<file path="config.mk">
export PLATFORM = sky130hd
export DESIGN_NAME = cache_ctrl
export DESIGN_NICKNAME = d
export VERILOG_FILES = /design/src/rtl/cache_ctrl.sv
export SDC_FILE = /design/constraint.sdc
export NUM_CORES = 1
export LEC_CHECK = 0
export BUFFER_PORTS_ARGS = -buffer_cell sky130_fd_sc_hd__clkbuf_2
export CAP_MARGIN = 20
export CORE_ASPECT_RATIO = 0.8
export CORE_MARGIN = 8
export CORE_UTILIZATION = 46
export DETAILED_ROUTE_END_ITERATION = 8
export GPL_TIMING_DRIVEN = 0
export HOLD_SLACK_MARGIN = 0.05
export PLACE_DENSITY_LB_ADDON = 0.2
export SYNTH_ARGS = -nofsm -noshare
export SYNTH_HDL_FRONTEND = slang
export SYNTH_SLANG_ARGS = --single-unit
</file>
<file path="constraint.sdc">
create_clock -name clk -period 4.5 [get_ports clk]
set_input_delay 0.225 -clock clk [delete_from_list [all_inputs] [get_ports clk]]
set_output_delay 0.225 -clock clk [all_outputs]
set_load 0.02 [all_outputs]
</file>
<file path="src/rtl/cache_ctrl.sv">
`default_nettype none
// ============================================================================
// Module   : cache_ctrl
// Purpose  : Set-associative, write-through / no-write-allocate cache
//            controller driving an external data array and a memory port.
// Revision : 1.0 - initial release
// ============================================================================
module cache_ctrl #(
  parameter int WIDTH      = 8,
  parameter int WAYS       = 4,
  parameter int TOTAL_SIZE = 16,
  parameter int ADDR_W     = 8
) (
  input  logic                            clk,
  input  logic                            rst,
  input  logic                            cpu_req,
  input  logic                            cpu_we,
  input  logic [ADDR_W-1:0]               cpu_addr,
  input  logic [WIDTH-1:0]                cpu_wdata,
  output logic [WIDTH-1:0]                cpu_rdata,
  output logic                            cpu_done,
  output logic                            cpu_hit,
  output logic                            cpu_busy,
  output logic                            mem_req,
  output logic                            mem_we,
  output logic [ADDR_W-1:0]               mem_addr,
  output logic [WIDTH-1:0]                mem_wdata,
  input  logic [WIDTH-1:0]                mem_rdata,
  input  logic                            mem_ack,
  output logic                            ca_we,
  output logic [$clog2(WAYS)-1:0]         ca_way,
  output logic [$clog2(TOTAL_SIZE/WAYS)-1:0] ca_index,
  output logic [WIDTH-1:0]                ca_wdata,
  input  logic [WIDTH-1:0]                ca_rdata
);

  localparam int SETS  = TOTAL_SIZE / WAYS;
  localparam int IDX_W = $clog2(SETS);
  localparam int WAY_W = $clog2(WAYS);
  localparam int TAG_W = ADDR_W - IDX_W;

  localparam logic [2:0] S_IDLE   = 3'd0;
  localparam logic [2:0] S_LOOKUP = 3'd1;
  localparam logic [2:0] S_MEM_RD = 3'd2;
  localparam logic [2:0] S_MEM_WR = 3'd3;
  localparam logic [2:0] S_RESP   = 3'd4;

  logic [2:0]        state, state_nxt;
  logic [ADDR_W-1:0] addr_q;
  logic              we_q;
  logic [WIDTH-1:0]  wdata_q;
  logic [WAY_W-1:0]  victim_q;

  logic [WAYS-1:0]   valid  [SETS];
  logic [TAG_W-1:0]  tags   [SETS][WAYS];
  logic [WAY_W-1:0]  rr_ptr [SETS];

  logic [IDX_W-1:0]  idx;
  logic [TAG_W-1:0]  tag_in;
  logic              hit_any, inv_any;
  logic [WAY_W-1:0]  hit_way, inv_way, victim_sel;

  assign idx       = addr_q[IDX_W-1:0];
  assign tag_in    = addr_q[ADDR_W-1:IDX_W];
  assign mem_addr  = addr_q;
  assign mem_wdata = wdata_q;
  assign ca_index  = idx;

  // Descending scan so the lowest-numbered matching/invalid way wins.
  always_comb begin
    hit_any = 1'b0;
    hit_way = '0;
    inv_any = 1'b0;
    inv_way = '0;
    for (int w = WAYS - 1; w >= 0; w--) begin
      if (valid[idx][w] && (tags[idx][w] == tag_in)) begin
        hit_any = 1'b1;
        hit_way = WAY_W'(w);
      end
      if (!valid[idx][w]) begin
        inv_any = 1'b1;
        inv_way = WAY_W'(w);
      end
    end
  end

  assign victim_sel = inv_any ? inv_way : rr_ptr[idx];

  always_ff @(posedge clk or posedge rst) begin
    if (rst) state <= S_IDLE;
    else     state <= state_nxt;
  end

  always_comb begin
    state_nxt = state;
    case (state)
      S_IDLE:   if (cpu_req) state_nxt = S_LOOKUP;
      S_LOOKUP: begin
        if (we_q)         state_nxt = S_MEM_WR;
        else if (hit_any) state_nxt = S_RESP;
        else              state_nxt = S_MEM_RD;
      end
      S_MEM_RD: if (mem_ack) state_nxt = S_RESP;
      S_MEM_WR: if (mem_ack) state_nxt = S_RESP;
      S_RESP:   state_nxt = S_IDLE;
      default:  state_nxt = S_IDLE;
    endcase
  end

  always_comb begin
    mem_req  = 1'b0;
    mem_we   = 1'b0;
    ca_we    = 1'b0;
    ca_way   = '0;
    ca_wdata = '0;
    cpu_done = 1'b0;
    cpu_busy = (state != S_IDLE);
    case (state)
      S_LOOKUP: begin
        if (hit_any) begin
          ca_way = hit_way;
          if (we_q) begin
            ca_we    = 1'b1;
            ca_wdata = wdata_q;
          end
        end
      end
      S_MEM_RD: begin
        mem_req = 1'b1;
        if (mem_ack) begin
          ca_we    = 1'b1;
          ca_way   = victim_q;
          ca_wdata = mem_rdata;
        end
      end
      S_MEM_WR: begin
        mem_req = 1'b1;
        mem_we  = 1'b1;
      end
      S_RESP:   cpu_done = 1'b1;
      default:  ;
    endcase
  end

  always_ff @(posedge clk or posedge rst) begin
    if (rst) begin
      addr_q    <= '0;
      we_q      <= 1'b0;
      wdata_q   <= '0;
      victim_q  <= '0;
      cpu_rdata <= '0;
      cpu_hit   <= 1'b0;
      for (int s = 0; s < SETS; s++) begin
        valid[s]  <= '0;
        rr_ptr[s] <= '0;
        for (int w = 0; w < WAYS; w++) tags[s][w] <= '0;
      end
    end else begin
      case (state)
        S_IDLE: begin
          if (cpu_req) begin
            addr_q  <= cpu_addr;
            we_q    <= cpu_we;
            wdata_q <= cpu_wdata;
          end
        end
        S_LOOKUP: begin
          cpu_hit  <= hit_any;
          victim_q <= victim_sel;
          if (!we_q && hit_any) cpu_rdata <= ca_rdata;
        end
        S_MEM_RD: begin
          if (mem_ack) begin
            tags[idx][victim_q]  <= tag_in;
            valid[idx][victim_q] <= 1'b1;
            rr_ptr[idx]          <= victim_q + 1'b1;
            cpu_rdata            <= mem_rdata;
          end
        end
        default: ;
      endcase
    end
  end

endmodule
`default_nettype wire

</file>
==> out/qor.txt <==
Status - complete, no violations
DP Wirelength - 12.4 mm
Total Nets Final - 684
Die Height - 127 um
Row count - 40
Vias in the first global route - 5027
Layout cells sized above 1 - 0.418
Max-cap viol count - 0
# DRC - 0
Hold WS - 0.0724 ns
Worst Path Arrival - 3.56 ns
Register area share after synthesis - 0.529
Clk sinks - 151
Largest family of logic cells by synthesized area - multiplexers
GR Util met2 - 0.287
Initial Util - 0.473
Largest cells by area after synthesis - dfrtp_1, mux2_2, mux4_2
Area delta synth->final - 20.2%
Number of flops mapped to enable cells by yosys - 0
Crit path required time - 4.28 ns
Post_cts resized - 0
Worst path slowest cell - a211oi_2
Clock Latency Late Sink - 0.42 ns
Cell Area, Placed - 7830 um2
Main synth FF type - dfrtp_1
DR vias - 4714
IR drop worst, VDD - 0.000406 V
Tcrit/Tclk final - 0.842
Slew Limit Fails - 0
# Post-CTS Setup Buffers - 0
FMAX - 264 MHz
Unrepaired setup endpoints after global routing - false
Root buffer cell - clkbuf_16
Pin count of the biggest net entering global routing - 94
Most Crowded Layer GR - met2
Tightest Hold Check Type - in -> reg
GR Util met3 - 0.0499
Rel. slew slack - 0.419
Synth top area share - 0.529
Max Root-Sink Buffers - 2
Buffers on Ports - 78
Total gr overflow - 0
Synthesized flop and latch total - 151
Cell variety after synth - 49
First-pass GRT wire length - 28.5 mm
Total CTS buffers - 17
CTS tree - done
Tmin final - 3.79 ns
Simple-gate share of the synthesized area - 0.0664
Post-Syn Instances - 527
Syn_nets - 568
CORE AREA - 15100 um2
Gr usage total - 0.188
Routability congestion estimate from global placement - 0.773
Initial antenna violation count - 0
Die X - 155 um
Synth async-reset ratio - 1.00
Biggest area consumer among synthesized cells - dfrtp_1
Syn_area_per_cell - 13.6 um2
Diodes inserted - 0
CP delay by family, top - compound AO/OA/AOI/OAI gates
Post-layout instance area - 8590 um2
Critical path buffers and inverters - 3
Setup violations, final - 0
Clk_skew - 0.00653 ns
Final wirelength - 18.0 mm
P per Cell Area - 655 nW/um2
XOR/XNOR Fraction of Synth Area - 0.0270
Routed vias/inst - 5.44
Inst Count DP - 816
Critical path class - reg -> out
Post-route ant nets - 0
GRT met1 Usage - 0.255
Post-Layout Cell Count - 866
H-tree depth - 4
Clk pin slew, worst setup/hold paths - 0.06 ns
Iter 0 DRT Violations - 319
CP Launch Type - flip-flop
Adder-cell share of the synthesized area - 0.00700
Setup TNS - 0 ns
Drt first pass iters - 4
Pleak - 4.09 nW
Total power - 5.62 mW
Die area - 19800 um2
Synth Area in Compound Gates - 0.0622
Mux cell area share after synthesis - 0.264
Endpoints failing hold - 0
Worst path max stage delay - 0.59 ns
CTS Hold Bufs - 18
Yosys warns - 0
Synth Cell Area - 7150 um2
Setup crit end kind - output port
Crit-path max FO - 10
Wirelength per Cell - 20.8 um
Crit path cell chain - buf_6 -> buf_2 -> mux2_2 -> a211oi_1 -> a31oi_1 -> a21oi_1 -> nand4_1 -> a211oi_2 -> a22o_1 -> clkbuf_2
I/O pins - 79
Tightest Pin Transition - 0.865 ns
==> state kept, by name, summed over array words and instances (netlist names) <==
name       flops
tags          96
valid         16
cpu_rdata      8
mem_addr       8
mem_wdata      8
rr_ptr         8
state          3
victim_q       2
cpu_hit        1
we_q           1
==> per-stage QoR <==
step | utilization | worst slack (ns)
6_report | 0.568 | 0.711
5_1_grt | 0.568 | 0.543
4_1_cts | 0.568 | 0.756
3_5_place_dp | 0.518 | 1.23
3_3_place_gp | 0.516 | -1.29
2_1_floorplan | - | 0.210
==> where the power goes <==
group          leakage, nW  total [mW]  switching, mW  internal [mW]
sequential            1.98        2.04          0.260           1.78
clock                0.281        1.38          0.562          0.818
combinational         1.83        2.21           1.24          0.971
==> metal layers <==
metal  part of all wire  wire length [um]  vias up
met5                  0                 0        -
met1               0.45              8120     2454
met2               0.47              8420      110
met3              0.063              1130       16
met4              0.018               328        0
li1                   -                 -     2134
==> layout make-up <==
class | instances | area [um2]
plain buffers | 41 | 255
clock inverters | 11 | 98.8
flip-flops and latches | 151 | 3780
inverters | 17 | 68.8
well taps | 210 | 263
repair buffers | 97 | 598
clock buffers | 21 | 480
fillers | 1309 | 6520
multi-input cells | 318 | 3050
==> path summary, 6_finish.rpt <==
path | from | slack [ns] | to | cells after the start
min in group asynchronous | rst | 0.42 | tags[14] | 3
max in group asynchronous | rst | 3.22 | valid[14] | 4
setup reg to reg | mem_addr[1] | 1.41 | cpu_rdata[1] | 10
hold / removal | cpu_addr[1] | 0.07 | mem_addr[1] | 2
setup / recovery | mem_addr[1] | 0.71 | ca_wdata[7] | 10
hold reg to reg | valid[11] | 0.47 | valid[11] | 1
==> cell usage in the layout (no fill, tap or decap), types with 12 or more instances in the layout <==
cell / n
clkbuf_1: 18
clkbuf_16: 17
clkbuf_2: 78
dfrtp_1: 151
dlygate4sd3_1: 19
inv_1: 16
mux2_2: 106
mux4_2: 22
nand2_1: 37
nand2b_1: 12
nor2_1: 15
o21ai_0: 18
xnor2_1: 19
==> Yosys cell counts (12+ instances only) <==
library cell	number
nand2_1	37
clkbuf_1	18
dfrtp_1	151
inv_1	17
mux2_2	106
mux4_2	22
nor2_1	15
xnor2_1	19
o21ai_0	18
nand2b_1	12
==> cell families after synthesis <==
logic type	after synthesis
AOI/OAI and AO/OA	61
xor gates and xnor gates	22
adders and majority gates	4
buffers and inverters	58
DFF	151
muxes	138
and+or+nand+nor	93
Note: power is estimated with default switching activity, not from simulation.
